File: src/rtl/serial_rx.sv
// serial_rx: oversampled asynchronous serial receiver.
// Deserialises an idle-high, LSB-first line (start + WIDTH data + stop) into
// WIDTH-bit words and offers them on a valid/ready output port.
// Optional build macro: SERIAL_RX_PARITY_EN adds one even-parity bit between
// the data bits and the stop bit, plus a parity_err pulse output.
//
// Output handshake: valid stays high while data_out holds an unread word; the
// word is consumed on any rising clk edge where valid && ready. A word that
// completes while valid && !ready is dropped and flagged by a one-cycle
// overrun pulse. ready only feeds registers, never an output directly.
module serial_rx #(
    parameter int WIDTH = 9,
    parameter int DIV   = 4
) (
    input  logic             clk,
    input  logic             rst,
    input  logic             rxd,
    output logic [WIDTH-1:0] data_out,
    output logic             valid,
    input  logic             ready,
    output logic             frame_err,
`ifdef SERIAL_RX_PARITY_EN
    output logic             parity_err,
`endif
    output logic             overrun
);

    localparam int CW = $clog2(DIV);
    localparam int IW = $clog2(WIDTH + 1);

    localparam logic [CW-1:0] CNT_HALF = CW'(DIV / 2 - 1);
    localparam logic [CW-1:0] CNT_LAST = CW'(DIV - 1);
    localparam logic [IW-1:0] IDX_LAST = IW'(WIDTH - 1);

    typedef enum logic [2:0] {
        IDLE,
        START,
        DATA,
`ifdef SERIAL_RX_PARITY_EN
        PARITY,
`endif
        STOP,
        WAIT_HIGH
    } state_t;

    state_t          state_q, state_d;
    logic            sync1, rxd_s;
    logic [CW-1:0]   cnt_q, cnt_d;
    logic [IW-1:0]   idx_q, idx_d;
    logic [WIDTH-1:0] sreg_q, sreg_d;
    logic [WIDTH:0]  shift_in;
    logic            done_q, done_d;
    logic            ferr_q, ferr_d;
`ifdef SERIAL_RX_PARITY_EN
    logic            par_q, par_d;
    logic            perr_q, perr_d;
`endif

    // New bit enters at the MSB; the oldest bit ends up at bit 0 (LSB-first).
    assign shift_in = {rxd_s, sreg_q};

    // Two-flop synchroniser for the asynchronous line; idles high.
    always_ff @(posedge clk or posedge rst) begin
        if (rst) begin
            sync1 <= 1'b1;
            rxd_s <= 1'b1;
        end else begin
            sync1 <= rxd;
            rxd_s <= sync1;
        end
    end

    // Receiver state, timing counters, shift register and end-of-frame pulses.
    always_ff @(posedge clk or posedge rst) begin
        if (rst) begin
            state_q <= IDLE;
            cnt_q   <= '0;
            idx_q   <= '0;
            sreg_q  <= '0;
            done_q  <= 1'b0;
            ferr_q  <= 1'b0;
`ifdef SERIAL_RX_PARITY_EN
            par_q   <= 1'b0;
            perr_q  <= 1'b0;
`endif
        end else begin
            state_q <= state_d;
            cnt_q   <= cnt_d;
            idx_q   <= idx_d;
            sreg_q  <= sreg_d;
            done_q  <= done_d;
            ferr_q  <= ferr_d;
`ifdef SERIAL_RX_PARITY_EN
            par_q   <= par_d;
            perr_q  <= perr_d;
`endif
        end
    end

    // Next-state logic: mid-bit sampling driven by the bit-period counter.
    always_comb begin
        state_d = state_q;
        cnt_d   = cnt_q + CW'(1);
        idx_d   = idx_q;
        sreg_d  = sreg_q;
        done_d  = 1'b0;
        ferr_d  = 1'b0;
`ifdef SERIAL_RX_PARITY_EN
        par_d   = par_q;
        perr_d  = 1'b0;
`endif
        case (state_q)
            IDLE: begin
                cnt_d = '0;
                if (!rxd_s) begin
                    state_d = START;
                end
            end
            START: begin
                // Re-check the start bit half a bit period in; a high line is a glitch.
                if (cnt_q == CNT_HALF) begin
                    cnt_d = '0;
                    idx_d = '0;
`ifdef SERIAL_RX_PARITY_EN
                    par_d = 1'b0;
`endif
                    state_d = rxd_s ? IDLE : DATA;
                end
            end
            DATA: begin
                if (cnt_q == CNT_LAST) begin
                    cnt_d  = '0;
                    sreg_d = shift_in[WIDTH:1];
                    idx_d  = idx_q + IW'(1);
`ifdef SERIAL_RX_PARITY_EN
                    par_d  = par_q ^ rxd_s;
`endif
                    if (idx_q == IDX_LAST) begin
`ifdef SERIAL_RX_PARITY_EN
                        state_d = PARITY;
`else
                        state_d = STOP;
`endif
                    end
                end
            end
`ifdef SERIAL_RX_PARITY_EN
            PARITY: begin
                // Even parity: XOR of data bits and parity bit must come out 0.
                if (cnt_q == CNT_LAST) begin
                    cnt_d   = '0;
                    par_d   = par_q ^ rxd_s;
                    state_d = STOP;
                end
            end
`endif
            STOP: begin
                if (cnt_q == CNT_LAST) begin
                    cnt_d = '0;
                    if (rxd_s) begin
                        state_d = IDLE;
`ifdef SERIAL_RX_PARITY_EN
                        if (par_q) begin
                            perr_d = 1'b1;
                        end else begin
                            done_d = 1'b1;
                        end
`else
                        done_d = 1'b1;
`endif
                    end else begin
                        ferr_d  = 1'b1;
                        state_d = WAIT_HIGH;
                    end
                end
            end
            WAIT_HIGH: begin
                // Stay here through a break so a long low line is not a new start bit.
                cnt_d = '0;
                if (rxd_s) begin
                    state_d = IDLE;
                end
            end
            default: begin
                state_d = IDLE;
                cnt_d   = '0;
            end
        endcase
    end

    // Output register: load a finished word, drop it on overrun, clear on handshake.
    always_ff @(posedge clk or posedge rst) begin
        if (rst) begin
            data_out   <= '0;
            valid      <= 1'b0;
            frame_err  <= 1'b0;
            overrun    <= 1'b0;
`ifdef SERIAL_RX_PARITY_EN
            parity_err <= 1'b0;
`endif
        end else begin
            frame_err <= ferr_q;
            overrun   <= 1'b0;
`ifdef SERIAL_RX_PARITY_EN
            parity_err <= perr_q;
`endif
            if (done_q) begin
                if (!valid || ready) begin
                    data_out <= sreg_q;
                    valid    <= 1'b1;
                end else begin
                    overrun <= 1'b1;
                end
            end else if (valid && ready) begin
                valid <= 1'b0;
            end
        end
    end

endmodule

File: config.mk
export PLATFORM = sky130hd
export DESIGN_NAME = serial_rx
export DESIGN_NICKNAME = d
export VERILOG_FILES = /design/src/rtl/serial_rx.sv
export SDC_FILE = /design/constraint.sdc
export NUM_CORES = 1
export LEC_CHECK = 0
export CAP_MARGIN = 10
export CORE_UTILIZATION = 40
export CTS_CLUSTER_SIZE = 10
export DETAILED_ROUTE_END_ITERATION = 7
export SETUP_SLACK_MARGIN = 0.2
export SYNTH_ARGS = -nofsm -noshare
export SYNTH_HDL_FRONTEND = slang
export SYNTH_SLANG_ARGS = --single-unit
File: constraint.sdc
create_clock -name clk -period 2.2 [get_ports clk]
set_input_delay 0.44 -clock clk [delete_from_list [all_inputs] [get_ports clk]]
set_output_delay 0.44 -clock clk [all_outputs]
set_load 0.02 [all_outputs]
==> results of run 1 <==
==> layer usage <==
metal / vias up / GRT usage, % / part of all wire [%]
li1: 401 / - / -
met1: 410 / 16.7 / 46
met2: 17 / 21.3 / 49
met3: 5 / 5.51 / 3.4
met4: 0 / 6.98 / 2.1
met5: - / 0 / 0
==> power by group <==
group	leakage (nW)	internal (mW)	switching, mW
Sequential	0.458	0.715	0.107
Combinational	0.331	0.194	0.163
Clock	0.0450	0.235	0.212
Total	0.834	1.14	0.482
==> area by class of cell <==
type	instances	area, µm²	area share, %
inverters	9	33.8	1.93
flip-flops and latches	34	853	48.7
multi-input cells	58	552	31.5
well taps	46	57.6	3.29
clock inverters	3	40.0	2.29
clock buffers	5	37.5	2.14
repair buffers	17	178	10.1
==> per-stage QoR <==
stage / hold slack, ps / utilization, %
CTS: 362 / 51.3
floorplan: 331 / -
global placement: 334 / 49.0
detailed placement: 347 / 49.0
finish: 361 / 51.3
global route: 371 / 51.3
==> logic make-up (layout without fill, tap and decap cells) <==
group                      after synthesis  after routing  synth area share (%)
muxes                                   20             20                  17.0
buffers and inverters                   12             34                  4.22
xor gates and xnor gates                 1              1                 0.604
and+or+nand+nor                         22             22                  9.31
AOI/OAI and AO/OA                       10             10                  5.78
DFF                                     34             34                  58.8
adders and majority gates                5              5                  4.31
==> worst max-delay path by stage <==
stage	to	slack, ps	depth (start not counted)
after CTS	data_out[6]	430	1
after floorplan	sreg_q[0]	670	5
after global placement	data_out[4]	380	4
after detailed placement	data_out[5]	340	4
final	data_out[6]	450	1
after global routing	data_out[6]	360	1
==> worst reg2reg max path, cell delays in order (launching register included) <==
cell	delay [ps]
dfrtp_1	430
ha_1	270
nor4bb_4	170
buf_4	220
and4b_2	250
a211o_1	220
==> flip-flops by register name, indices dropped and copies added (netlist names) <==
register / flops
rxd_s: 1
frame_err: 1
ferr_q: 1
state_q: 3
data_out: 9
sreg_q: 9
valid: 1
overrun: 1
done_q: 1
idx_q: 4
sync1: 1
cnt_q: 2
==> synth_stat cells, types with 2 or more instances <==
cell,number,area [µm²]
mux2_4,6,90.1
nor2_1,5,18.8
a22o_2,2,20.0
a21oi_1,4,20.0
dfstp_2,2,52.6
nand2_1,3,11.3
mux2_2,13,146
nor3_1,2,10.0
ha_1,5,62.6
dfrtp_1,32,801
inv_1,9,33.8
nor2b_1,3,18.8
==> layout by cell type (no fill, tap or decap) <==
cell | synthesis | final
and4b_2 | 1 | 1
mux2i_1 | 1 | 1
nand3_1 | 1 | 1
nand4b_1 | 1 | 1
nand2b_1 | 1 | 1
mux2_2 | 13 | 13
nor3_1 | 2 | 2
clkdlybuf4s50_1 | 0 | 15
and2b_2 | 1 | 1
bufinv_16 | 0 | 1
nand4_1 | 1 | 1
clkbuf_4 | 0 | 5
a32oi_1 | 1 | 1
buf_4 | 1 | 1
xnor2_1 | 1 | 1
inv_1 | 9 | 9
nor2_1 | 5 | 5
dfstp_2 | 2 | 2
or3_2 | 1 | 1
o21ai_0 | 1 | 1
ha_1 | 5 | 5
and4bb_2 | 1 | 1
nor4bb_4 | 0 | 1
a31oi_4 | 1 | 1
buf_12 | 0 | 1
a21oi_1 | 4 | 4
a22o_2 | 2 | 2
nand2_1 | 3 | 3
dfrtp_1 | 32 | 32
mux2_4 | 6 | 6
a211o_1 | 1 | 1
clkinv_2 | 0 | 2
nor2b_1 | 3 | 3
==> results.ini, run 1 <==
[clock_tree]
cts_resized=0
worstSkewPairLatency_ps=330
numCtsBuffers=5
cts_max_level=2
clk_path_buf_depth=2
tritoncts=done
root_buffer=clkbuf_4
clkSinkCount=34
post-cts-setup-buffers=0
clk_pin_slew_worst_paths_ps=100
hold_buffers=0

[global_routing]
grt_pass1_vias=862
grt_pass1_wl_mm=3.96
antenna_found_initial=0
grt_max_degree=35
grt_overflow=0
grt_use_total_pct=13.8

[drt]
drt_iter0_drc=34
vias_per_cell=4.84
wl_per_cell_um=12.7
drt_wl_total_mm=2.18
vias=833
ant_nets=0
route.detailed.drc=0
firstDrtPassIters=4

[worst_setup_path]
rr_endpoint=idx_q[2]
worstSetupPathType=register to output pin
required_ps=1760
r2r-start=cnt_q[0]
r2r_cells=5
cp_top_family=buffers and inverters
worstPathCellList=clkdlybuf4s50_1
ff2ff_setup_slack_ps=540
arrival_ps=1310
cp-end-kind=output pin
critPathMaxStageDelay_ps=610
startpoint=data_out[6]
cp-start-kind=register
slowest_stage=clkdlybuf4s50_1
cp_max_fo=2
cp_num_buf_inv=1

[floorplanning]
initial_core_util_pct=42.5
die_y_um=62.2
core_um2=3420
die_x_um=62.2
num_rows=21
ios=16
die_area_um2=3870

[logic_synthesis]
synth_ff_type=dfrtp_1
yosys_warnings=0
synth-edff-count=0
ys_ff_latch=34
synthCells=104
avgSynthCellArea_um2=14.0
syn_area_um2=1450
yosysSeqAreaShare_pct=58.8
yosysUniqueCellTypes=30
syn-num-nets=113
ys_async_sr_fraction_pct=100

[timing]
min_period_ps=1750
skew_ps=3.82
tns_ps=0
slew_headroom_pct=74.4
finalCritPeriodShare_pct=79.4
worst_pin_slew_ps=382
timing.fmax_mhz=572
finalHoldViolCount=0
finalWorstSetupSlack_ps=453
grt_setup_unrepaired=no
setup_viol=0
drv_slew=0

[pwr]
power_density_nw_per_um2=928
design_power_total_mw=1.63
irDropWorstVdd_mv=0.524
p_leak_nw=0.834

[worst_hold_path]
whs_endpoint=rxd_s
holdPathStages=0
min_from=sync1
min_path_type=register to register

[finish]
fillerInstances=302
fin_cells=172
nets=134
syn2layout_area_growth_pct=20.7
drive_gt1_share_pct=31.0
diodes=0
post-route-cell-area_um2=1750

[placed_design]
io_buffers=15
place.gp.congestion=0.731
place_ws_ps=344
dp.cells=164
placed_cell_area_um2=1670
hpwlAfterDp_mm=1.49

[run_status]
outcome=completed

[run]
maxCapViolations=0

(Power assumes the default switching activity.)
==> run 2, diff against run 1 <==
==> constraint.sdc (replaced) <==
create_clock -name clk -period 1.48 [get_ports clk]
set_input_delay 0.296 -clock clk [delete_from_list [all_inputs] [get_ports clk]]
set_output_delay 0.296 -clock clk [all_outputs]
set_load 0.02 [all_outputs]
==> results.ini, run 2 (synthesis gave the netlist of run 1 again) <==
[run_status]
outcome=completed

[finish]
nets=143
post-route-cell-area_um2=1820
layout_common_cells=32 x dfrtp_1, 13 x mux2_2, 11 x buf_2
final_common_cell=dfrtp_1
diodes=0
register_area_um2=853
syn2layout_area_growth_pct=25.6
largestRegisters=data_out (9), sreg_q (9), idx_q (4)
multiInputGateArea_um2=558
fin_util_pct=53.4
drive_gt1_share_pct=45.9
fillerInstances=310

[placed_design]
io_buffers=15
placed_cell_area_um2=1760
place.gp.congestion=0.796
hpwlAfterDp_mm=1.61
place_ws_ps=-97.1

[drt]
drt_iter0_drc=49
wl_per_cell_um=12.6
firstDrtPassIters=4
vias_per_cell=4.81
drt_wl_total_mm=2.28
vias=870
route.detailed.drc=0
ant_nets=0

[worst_setup_path]
cp_max_fo=13
arrival_ps=1690
cp-end-kind=register
required_ps=1710
worstSetupPathType=register to register
cp-start-kind=register

[clock_tree]
cts_max_level=2
clk_path_buf_depth=2
root_buffer=clkbuf_4
numCtsBuffers=5
worstSkewPairLatency_ps=340
hold_buffers=0
tritoncts=done
clkSinkCount=34
clk_pin_slew_worst_paths_ps=110

[pwr]
power_density_nw_per_um2=1480
p_leak_nw=0.922
design_power_total_mw=2.69
irDropWorstVdd_mv=0.781

[global_routing]
antenna_found_initial=0
grt_max_degree=35
grt_overflow=0
grt_pass1_wl_mm=4.10
grt_pass1_vias=904
grt_use_total_pct=14.0

[timing]
worst_pin_slew_ps=264
slew_headroom_pct=82.4
drv_slew=0
timing.fmax_mhz=685
setup_viol=0
tns_ps=0
finalHoldViolCount=0
grt_setup_unrepaired=yes
finalCritPeriodShare_pct=98.6
skew_ps=14.4
finalWorstSetupSlack_ps=20.6
min_period_ps=1460

[floorplanning]
ios=16
die_y_um=62.2
die_x_um=62.2
die_area_um2=3870
num_rows=21
initial_core_util_pct=42.5
core_um2=3420

[worst_hold_path]
min_path_type=input pin to async pin

[run]
maxCapViolations=0

[run 2: worst max-delay path, stage by stage, from the launching register on]
cell and delay, ps:
dfrtp_1 380, ha_2 200, nor4bb_4 250, buf_12 200, mux2_2 340
[run 2: final cells by class]
cell class / count / share of cell area [%]
Sequential cell: 34 / 46.8
Clock buffer: 5 / 2.06
Inverter: 9 / 1.85
Tap cell: 46 / 3.16
Timing Repair Buffer: 26 / 11.7
Clock inverter: 3 / 3.77
Multi-Input combinational cell: 58 / 30.6
[run 2: per-stage QoR]
| step | instances | hold slack (ps) |
|---|---|---|
| after floorplan | 104 | 300 |
| after global placement | 172 | 333 |
| after detailed placement | 172 | 336 |
| after CTS | 181 | 298 |
| after global routing | 181 | 297 |
| final | 181 | 298 |
[run 2: what timing repair did]
action | 4_1_cts | 5_1_grt
pin swaps | 0 | 2
setup endpoints to repair | 27 | 18
buffers inserted | 1 | 0
resized for setup | 44 | 5
[run 2: report_power, final]
group / switching [mW] / total, mW / internal, mW
Sequential: 0.100 / 1.16 / 1.06
Combinational: 0.327 / 0.683 / 0.357
Clock: 0.313 / 0.842 / 0.528
Total: 0.740 / 2.69 / 1.95
[run 2: worst paths after layout]
kind / end / slack [ps] / cells after the start / start
setup / recovery: sreg_q[7] / 20 / 4 / cnt_q[1]
max in group asynchronous: rxd_s / 930 / 3 / rst
min in group clk: frame_err / 350 / 0 / ferr_q
hold / removal: sreg_q[1] / 300 / 3 / rst
hold reg to reg: frame_err / 350 / 0 / ferr_q
setup reg to reg: sreg_q[7] / 20 / 4 / cnt_q[1]
[run 2: per-layer routing]
layer	wire length (µm)	part of all wire (%)	GRT usage [%]	up-vias
met3	100	4.4	5.15	5
met4	29	1.3	6.98	0
met5	0	0	0	-
met2	1120	49	22.4	16
li1	-	-	-	419
met1	1030	45	16.7	430
==> run 3, diff against run 2 <==
--- a/config.mk
+++ b/config.mk
@@ -7,9 +7,11 @@
 export LEC_CHECK = 0
 export CAP_MARGIN = 10
 export CORE_UTILIZATION = 40
+export CTS_CLUSTER_DIAMETER = 120
 export CTS_CLUSTER_SIZE = 10
 export DETAILED_ROUTE_END_ITERATION = 7
 export SETUP_SLACK_MARGIN = 0.2
 export SYNTH_ARGS = -nofsm -noshare
 export SYNTH_HDL_FRONTEND = slang
 export SYNTH_SLANG_ARGS = --single-unit
+export TNS_END_PERCENT = 1
==> results.ini, run 3 (synthesis gave the netlist of run 1 again) <==
[run_status]
outcome=completed

[drt]
firstDrtPassIters=3
ant_nets=0
drt_iter0_drc=22
wl_per_cell_um=13.0
vias=870
vias_per_cell=4.81
drt_wl_total_mm=2.34
route.detailed.drc=0

[finish]
layout_common_cells=32 x dfrtp_1, 13 x mux2_2, 12 x clkbuf_2
diodes=0
drive_gt1_share_pct=45.9
largestRegisters=data_out (9), sreg_q (9), idx_q (4)
post-route-cell-area_um2=1820
nets=143
fin_cells=181
syn2layout_area_growth_pct=25.3
final_common_cell=dfrtp_1

[placed_design]
place_ws_ps=-69.8
placed_cell_area_um2=1760
hpwlAfterDp_mm=1.58
io_buffers=15
place.gp.congestion=0.778
dp.cells=172

[timing]
tns_ps=0
finalWorstSetupSlack_ps=25.7
finalCritPeriodShare_pct=98.3
grt_setup_unrepaired=yes
drv_slew=0
worst_pin_slew_ps=264
setup_viol=0
skew_ps=8.13
slew_headroom_pct=82.4
finalHoldViolCount=0
timing.fmax_mhz=688
min_period_ps=1450

[clock_tree]
cts_max_level=2
tritoncts=done
worstSkewPairLatency_ps=340
clk_pin_slew_worst_paths_ps=110
numCtsBuffers=5
root_buffer=clkbuf_4
clk_path_buf_depth=2
clkSinkCount=34
hold_buffers=0

[worst_setup_path]
cp-start-kind=register
r2r_cells=5
critPathMaxStageDelay_ps=370
cp_max_fo=12
rr_endpoint=idx_q[2]
worstSetupPathType=register to register
worstPathCellList=ha_2 -> nor4bb_4 -> buf_12 -> a31oi_4 -> a211o_1
arrival_ps=1690
ff2ff_setup_slack_ps=30
r2r-start=cnt_q[1]
slowest_stage=dfrtp_1
required_ps=1710
cp-end-kind=register

[global_routing]
grt_overflow=0
grt_pass1_vias=915
antenna_found_initial=0
grt_use_total_pct=14.3
grt_max_degree=35
grt_pass1_wl_mm=4.16

[pwr]
design_power_total_mw=2.70
power_density_nw_per_um2=1480
irDropWorstVdd_mv=0.802
p_leak_nw=0.911

[floorplanning]
ios=16
die_x_um=62.2
die_area_um2=3870
num_rows=21
initial_core_util_pct=42.5
die_y_um=62.2
core_um2=3420

[run]
maxCapViolations=0

[worst_hold_path]
min_path_type=input pin to async pin

[run 3: cell types whose count changed in the layout (fill, tap and decap cells not counted)]
cell,change
buf_6,-1
clkbuf_2,+11
buf_2,-11
buf_4,+1
[run 3: through the flow]
stage	hold slack [ps]	utilization, %
3_3_place_gp	334	51.6
5_1_grt	291	53.3
2_1_floorplan	300	-
6_report	296	53.3
4_1_cts	292	54.5
3_5_place_dp	336	51.6
[run 3: cell type report]
cell class                      instances  area (µm²)
Inverter                                9        33.8
Clock inverter                          3        68.8
Fill cell                             308        1600
Tap cell                               46        57.6
Timing Repair Buffer                   26         210
Clock buffer                            5        37.5
Sequential cell                        34         853
Multi-Input combinational cell         58         558
[run 3: critical path, delay by kind of cell (launching register included)]
kind,cells,cell delay (ps)
flops,1,370
compound gates,2,360
simple gates,1,240
buf+inv,1,190
fa+ha+maj,1,180
[run 3: worst max-delay path by stage]
stage / start / endpoint / slack, ps / depth (start not counted)
2_1_floorplan: cnt_q[0] / sreg_q[0] / -30 / 5
3_3_place_gp: ready / data_out[6] / -50 / 5
3_5_place_dp: ready / data_out[7] / -70 / 5
4_1_cts: cnt_q[1] / idx_q[2] / 10 / 5
5_1_grt: cnt_q[1] / idx_q[2] / -60 / 5
6_report: cnt_q[1] / idx_q[2] / 30 / 5
[run 3: what timing repair did]
| item | CTS | global route |
|---|---|---|
| gates resized for setup | 12 | 26 |
| setup buffers | 1 | 0 |
| pin swaps | 0 | 1 |
| endpoints found under the setup margin | 26 | 27 |
[run 3: per-layer routing]
metal	track usage, %	up-vias	routed length (µm)
met5	0	-	0
li1	-	416	-
met1	15.1	434	1020
met4	6.98	0	34
met2	25.1	16	1190
met3	4.96	4	95
[run 3: report_power, final]
| part | total (mW) | switching (mW) | internal, mW |
|---|---|---|---|
| Clock | 0.856 | 0.328 | 0.528 |
| Sequential | 1.16 | 0.0977 | 1.06 |
| Combinational | 0.682 | 0.329 | 0.353 |
| Total | 2.70 | 0.755 | 1.95 |
